==> src/rtl/dmix_pkg.sv <==
// Shared types and constants for the DAC feed scheduler.
package dmix_pkg;

  localparam int DW_DEF = 24;

  localparam logic CH_L = 1'b0;
  localparam logic CH_R = 1'b1;

  typedef enum logic [1:0] {
    ST_IDLE  = 2'd0,
    ST_SERVE = 2'd1,
    ST_ACK   = 2'd2
  } state_t;

endpackage

==> src/rtl/sample_fifo.sv <==
// Synchronous per-channel sample FIFO with show-ahead head word.
// Pointers carry one extra wrap bit so full and empty are distinguishable.
module sample_fifo #(
  parameter int DW    = 24,
  parameter int DEPTH = 8
) (
  input  logic          clk,
  input  logic          rst,
  input  logic          i_wr_en,
  input  logic [DW-1:0] i_wr_data,
  input  logic          i_rd_en,
  output logic [DW-1:0] o_dout,
  output logic          o_empty,
  output logic          o_full
);

  localparam int AW = $clog2(DEPTH);

  logic [DW-1:0] r_mem [DEPTH];
  logic [AW:0]   r_wr_ptr;
  logic [AW:0]   r_rd_ptr;
  logic          w_do_rd;
  logic          w_do_wr;

  assign o_empty = (r_wr_ptr == r_rd_ptr);
  assign o_full  = (r_wr_ptr[AW] != r_rd_ptr[AW]) &&
                   (r_wr_ptr[AW-1:0] == r_rd_ptr[AW-1:0]);
  assign o_dout  = r_mem[r_rd_ptr[AW-1:0]];

  // A read in the same cycle frees a slot, so a write to a full FIFO is kept then.
  assign w_do_rd = i_rd_en & ~o_empty;
  assign w_do_wr = i_wr_en & (~o_full | w_do_rd);

  always_ff @(posedge clk or posedge rst) begin
    if (rst) begin
      r_wr_ptr <= '0;
      r_rd_ptr <= '0;
    end else begin
      if (w_do_wr) r_wr_ptr <= r_wr_ptr + 1'b1;
      if (w_do_rd) r_rd_ptr <= r_rd_ptr + 1'b1;
    end
  end

  always_ff @(posedge clk) begin
    if (w_do_wr) r_mem[r_wr_ptr[AW-1:0]] <= i_wr_data;
  end

endmodule

==> src/rtl/dac_feed_sched.sv <==
// Sample scheduler between mixer and dac_drv: per-channel FIFOs, pop arbitration, underrun fill.
// Define DMIX_UNDERRUN_HOLD_EN to repeat the last delivered sample on underrun instead of silence.
module dac_feed_sched
  import dmix_pkg::*;
#(
  parameter int DW    = DW_DEF,
  parameter int DEPTH = 8,
  parameter int CNTW  = 16
) (
  input  logic            clk,
  input  logic            rst,
  input  logic            wr_en_i,
  input  logic            wr_ch_i,
  input  logic [DW-1:0]   wr_data_i,
  output logic [1:0]      full_o,
  input  logic [1:0]      pop_i,
  output logic [DW-1:0]   data_o,
  output logic [1:0]      ack_o,
  output logic [1:0]      underrun_o,
  output logic [CNTW-1:0] urun_cnt_o,
  input  logic            clr_i,
  output logic [1:0]      dbg_state_o
);

  // Handshake: a rising pop_i bit is one request; the matching ack_o bit is high
  // for exactly one cycle and data_o is valid from that cycle until the next ack.

  state_t          r_state;
  state_t          w_state_nxt;
  logic [1:0]      r_pop;
  logic [1:0]      r_pending;
  logic [1:0]      w_rise;
  logic            r_rr;
  logic            r_ch;
  logic            w_grant;
  logic            w_sel;
  logic            w_serve;
  logic [DW-1:0]   r_data;
  logic [1:0]      r_underrun;
  logic [CNTW-1:0] r_cnt;
  logic [DW-1:0]   w_dout [2];
  logic [1:0]      w_empty;
  logic [1:0]      w_fifo_wr;
  logic [1:0]      w_fifo_rd;
  logic [DW-1:0]   w_fill;
  logic [DW-1:0]   w_sample;
  logic            w_urun;

  assign w_rise = pop_i & ~r_pop;

  assign w_fifo_wr[0] = wr_en_i & (wr_ch_i == CH_L);
  assign w_fifo_wr[1] = wr_en_i & (wr_ch_i == CH_R);
  assign w_fifo_rd[0] = w_serve & (r_ch == CH_L);
  assign w_fifo_rd[1] = w_serve & (r_ch == CH_R);

  sample_fifo #(.DW(DW), .DEPTH(DEPTH)) u_fifo_l (
    .clk      (clk),
    .rst      (rst),
    .i_wr_en  (w_fifo_wr[0]),
    .i_wr_data(wr_data_i),
    .i_rd_en  (w_fifo_rd[0]),
    .o_dout   (w_dout[0]),
    .o_empty  (w_empty[0]),
    .o_full   (full_o[0])
  );

  sample_fifo #(.DW(DW), .DEPTH(DEPTH)) u_fifo_r (
    .clk      (clk),
    .rst      (rst),
    .i_wr_en  (w_fifo_wr[1]),
    .i_wr_data(wr_data_i),
    .i_rd_en  (w_fifo_rd[1]),
    .o_dout   (w_dout[1]),
    .o_empty  (w_empty[1]),
    .o_full   (full_o[1])
  );

`ifdef DMIX_UNDERRUN_HOLD_EN
  logic [DW-1:0] r_last [2];

  always_ff @(posedge clk or posedge rst) begin
    if (rst) begin
      r_last[0] <= '0;
      r_last[1] <= '0;
    end else if (w_serve) begin
      r_last[r_ch] <= w_sample;
    end
  end

  assign w_fill = r_last[r_ch];
`else
  assign w_fill = '0;
`endif

  assign w_urun   = w_serve & w_empty[r_ch];
  assign w_sample = w_empty[r_ch] ? w_fill : w_dout[r_ch];

  // The priority pointer only moves when both channels contend for the grant.
  always_comb begin
    w_state_nxt = r_state;
    w_grant     = 1'b0;
    w_sel       = r_ch;
    w_serve     = 1'b0;
    case (r_state)
      ST_IDLE: begin
        if (|r_pending) begin
          w_grant     = 1'b1;
          w_sel       = (&r_pending) ? r_rr : r_pending[1];
          w_state_nxt = ST_SERVE;
        end
      end
      ST_SERVE: begin
        w_serve     = 1'b1;
        w_state_nxt = ST_ACK;
      end
      ST_ACK: begin
        w_state_nxt = ST_IDLE;
      end
      default: begin
        w_state_nxt = ST_IDLE;
      end
    endcase
  end

  always_ff @(posedge clk or posedge rst) begin
    if (rst) begin
      r_state   <= ST_IDLE;
      r_pop     <= '0;
      r_pending <= '0;
      r_rr      <= CH_L;
      r_ch      <= CH_L;
      r_data    <= '0;
    end else begin
      r_state   <= w_state_nxt;
      r_pop     <= pop_i;
      r_pending <= (r_pending & ~(w_grant ? (w_sel ? 2'b10 : 2'b01) : 2'b00)) | w_rise;
      if (w_grant) begin
        r_ch <= w_sel;
        if (&r_pending) r_rr <= ~r_rr;
      end
      if (w_serve) r_data <= w_sample;
    end
  end

  // A clear in the same cycle as an underrun wins; that underrun is not recorded.
  always_ff @(posedge clk or posedge rst) begin
    if (rst) begin
      r_underrun <= '0;
      r_cnt      <= '0;
    end else if (clr_i) begin
      r_underrun <= '0;
      r_cnt      <= '0;
    end else if (w_urun) begin
      r_underrun[r_ch] <= 1'b1;
      if (r_cnt != '1) r_cnt <= r_cnt + 1'b1;
    end
  end

  assign data_o      = r_data;
  assign ack_o       = (r_state == ST_ACK) ? (r_ch ? 2'b10 : 2'b01) : 2'b00;
  assign underrun_o  = r_underrun;
  assign urun_cnt_o  = r_cnt;
  assign dbg_state_o = r_state;

endmodule

==> config.mk <==
export PLATFORM = sky130hd
export DESIGN_NAME = dac_feed_sched
export DESIGN_NICKNAME = d
export VERILOG_FILES = /design/src/rtl/dmix_pkg.sv /design/src/rtl/sample_fifo.sv /design/src/rtl/dac_feed_sched.sv
export SDC_FILE = /design/constraint.sdc
export NUM_CORES = 1
export LEC_CHECK = 0
export CELL_PAD_IN_SITES_DETAIL_PLACEMENT = 0
export CELL_PAD_IN_SITES_GLOBAL_PLACEMENT = 2
export CORE_MARGIN = 5
export CORE_UTILIZATION = 45
export DETAILED_ROUTE_END_ITERATION = 7
export PLACE_DENSITY = 0.74
export SYNTH_ARGS = -nofsm -noshare
export SYNTH_HDL_FRONTEND = slang
export SYNTH_SLANG_ARGS = --single-unit
==> constraint.sdc <==
create_clock -name clk -period 5.1 [get_ports clk]
set_clock_uncertainty 0.05 [all_clocks]
set_input_delay 0.765 -clock clk [delete_from_list [all_inputs] [get_ports clk]]
set_output_delay 0.765 -clock clk [all_outputs]
set_load 0.05 [all_outputs]
==> key figures <==
Worst setup path
  • Critical-path maximum fanout: 28
  • R2R depth: 5
  • CP max-delay cell: clkdlybuf4s50_1
  • CP startpoint: u_fifo_r.r_rd_ptr[1]
  • Setup Crit Path Kind: flip-flop to output pin
  • Critical Path Max Stage Delay: 970 ps
  • Crit path buffers/inverters: 1
  • Reg2reg end: u_fifo_r.r_mem[5][6]
  • Worst-path cell chain: xor2_1 -> nor4_1 -> clkdlybuf4s50_1
  • Reg2reg start: u_fifo_r.r_rd_ptr[1]
  • CP top delay family: buffers and inverters
  • Crit end category: output pin
  • CP startpoint kind: flip-flop
  • Crit path DAT: 3280 ps
  • R2R Setup Slk: 1690 ps
  • Critical path required time: 4280 ps

Finish
  • Layout fillers: 3082
  • Ant diodes: 0
  • Area delta synth->final: 17.75%
  • Nets: 1011
  • Most frequent cells in the layout: 384 x edfxtp_1, 96 x mux4_2, 78 x clkdlybuf4s50_1
  • Finished Layout Cells: 1531
  • Register area: 0.01319 sq mm
  • Most common cell after layout, fill and taps aside: edfxtp_1
  • Layout cells sized above 1: 22.01%
  • Area of the multi-input gates: 0.003956 sq mm
  • Post-route cell area: 0.02042 sq mm

Power
  • Seq pwr share: 41.4%
  • Int Pwr: 0.007927 W
  • Pwr dens: 566.0 mW/mm^2
  • Switching power: 0.003630 W
  • Clock share of power: 29.9%
  • Switch share: 31.41%
  • Proportion of power drawn by combinational gates: 28.7%
  • Lkg Pwr: 6.675 nW
  • Max rail drop VDD: 314.3 uV

Synth
  • EDFF count, synth: 384
  • Fraction of registers with async set/reset: 14.67%
  • Flops & latches, synth: 450
  • Mapped cell area: 0.01734 sq mm
  • Post-synthesis sequential area ratio: 76.02%
  • Mapped Avg Cell Area: 19.82 sq um
  • Mapped Nets: 911
  • Prevailing post-synth register cell: edfxtp_1
  • Synth Instances: 875
  • Yosys warnings: 0
  • Yosys cell types: 40

STA
  • Final Hold Fails: 0
  • Fmax achieved: 244.4 MHz
  • Worst-Margin Slew: 1200 ps
  • Crit path time final: 4092 ps
  • Final worst path period share: 80.24%
  • RSZ-0062 raised after global routing: false
  • Slew HR: 19.98%
  • Max Slew Vio Count: 0
  • Finish-stage setup viols: 0
  • Final setup TNS: 0 ps

Floorplan
  • Die H: 206.3 um
  • Initial Util: 45.18%
  • I/O pins: 79
  • Die width: 206.3 um
  • Row count: 72
  • Core Box Area: 0.03838 sq mm
  • Die area: 0.04256 sq mm

Clock tree
  • TritonCTS buffer count: 47
  • Bufs on Longest Clock Path: 3
  • CTS tree: done
  • Clock sinks: 450
  • Clock latency on the worst-skew pair: 560 ps
  • Hold bufs inserted after CTS: 0
  • Clk root buf: clkbuf_16
  • CTS resizes: 0
  • Reg clk slew, reported paths: 60 ps
  • H-tree depth: 2
  • Post-CTS Setup Repair Bufs: 0

GRT
  • Largest net degree at the start of global routing: 51
  • GRT Residual Overflow: 0
  • Initial antenna violation count: 0
  • Vias in the first global route: 9002
  • Total GRT Usage: 18.19%
  • First-pass GRT wire length: 57080 um

Worst hold path
  • Min-delay src: r_pop[1]
  • Hold Crit Endpoint: r_pending[1]
  • Worst hold path cell count: 1
  • Hold Path Class: flip-flop to flip-flop

Route
  • DRT Pass-1 Iters: 4
  • Via-to-Cell Ratio: 5.647
  • Routed Antenna Nets: 0
  • Vias post-DR: 8645
  • Wire length per cell: 24.57 um
  • Final wirelength: 37620 um
  • Drt first-iter violations: 747
  • Number of remaining DRC errors: 0

Placed design
  • Area after DPL: 0.01883 sq mm
  • Placed cells: 1444
  • Port Buffers: 78
  • GPL Wtd Cong: 0.7576
  • DP HPWL: 22320 um

Flow run
  • Total of max-cap violations: 0

Run status
  • Outcome: finished clean
worst register-to-register path, cell delays in order (launching register included):
cell      delay [ps]
dfrtp_4          770
xor2_1           330
nor4_1           190
a21oi_1          610
nand2b_1         340
nor2_4           740
worst max path at each step:
stage	cells past startpoint	end
after floorplan	7	u_fifo_r.r_mem[4][0]
after global placement	3	full_o[1]
after detailed placement	3	full_o[1]
after CTS	3	full_o[1]
after global routing	3	full_o[1]
final	3	full_o[1]
cells in the mapped netlist (all sizes together), types with 10 or more instances:
library cell | instances | area [sq um]
a21oi | 19 | 95.09
buf | 19 | 106.4
clkbuf | 35 | 132.6
dfrtp | 66 | 1652
edfxtp | 384 | 11530
inv | 10 | 37.54
mux4 | 96 | 2162
nand2 | 46 | 172.7
nor2 | 10 | 37.54
o22ai | 48 | 300.3
o31ai | 36 | 270.3
or4 | 13 | 97.59
xnor2 | 11 | 96.34
xor2 | 10 | 87.58
registers in the layout, summed over array words and instances (netlist names):
register / cells
underrun_o: 2
u_fifo_l.r_rd_ptr: 4
r_rr: 1
r_pop: 2
u_fifo_l.r_mem: 192
r_pending: 2
r_ch: 1
urun_cnt_o: 16
dbg_state_o: 2
data_o: 24
u_fifo_r.r_mem: 192
u_fifo_l.r_wr_ptr: 4
u_fifo_r.r_rd_ptr: 4
u_fifo_r.r_wr_ptr: 4
kinds of logic after synthesis:
group,Yosys count,synth area share [%]
buffers and inverters,64,1.595
AND/OR/NAND/NOR,120,3.860
XOR/XNOR,21,1.061
flip-flops,450,76.02
adder cells (fa/ha/maj),5,0.3608
AO/OA/AOI/OAI,113,4.257
multiplexers,102,12.84
per-layer routing:
layer	vias to the layer above	share of wire [%]	wire (um)	global-route usage, %
met1	4590	41	15390	23.89
met3	50	4.4	1670	2.903
met4	0	2.0	761	5.086
li1	3797	-	-	-
met5	-	0	0	0
met2	208	53	19790	31.75
power groups by stage:
stage / Sequential [W] / Combinational [W] / Clock (W)
detailed placement: 0.00487 / 0.00339 / 0
CTS: 0.00480 / 0.00340 / 0.00355
global route: 0.00486 / 0.00354 / 0.00370
global placement: 0.00486 / 0.00337 / 0
finish: 0.00479 / 0.00331 / 0.00346
floorplan: 0.00503 / 0.00210 / 0
cell type report:
type | instances | share of cell area, %
repair buffers | 105 | 4.878
multi-input cells | 361 | 19.38
clock buffers | 68 | 6.698
flip-flops and latches | 450 | 64.61
inverters | 10 | 0.1900
clock inverters | 19 | 1.072
well taps | 518 | 3.174
metrics by stage:
step	hold slack (ps)	power [W]	worst slack [ps]	utilization [%]
floorplan	349.6	0.007133	1117	-
global placement	367.3	0.008226	1393	49.07
detailed placement	360.1	0.008261	1449	49.07
CTS	396.2	0.01174	824.5	53.20
global route	405.8	0.01209	774.5	53.20
finish	383.2	0.01156	1008	53.20
No activity file was read; power rests on OpenSTA's default activity.
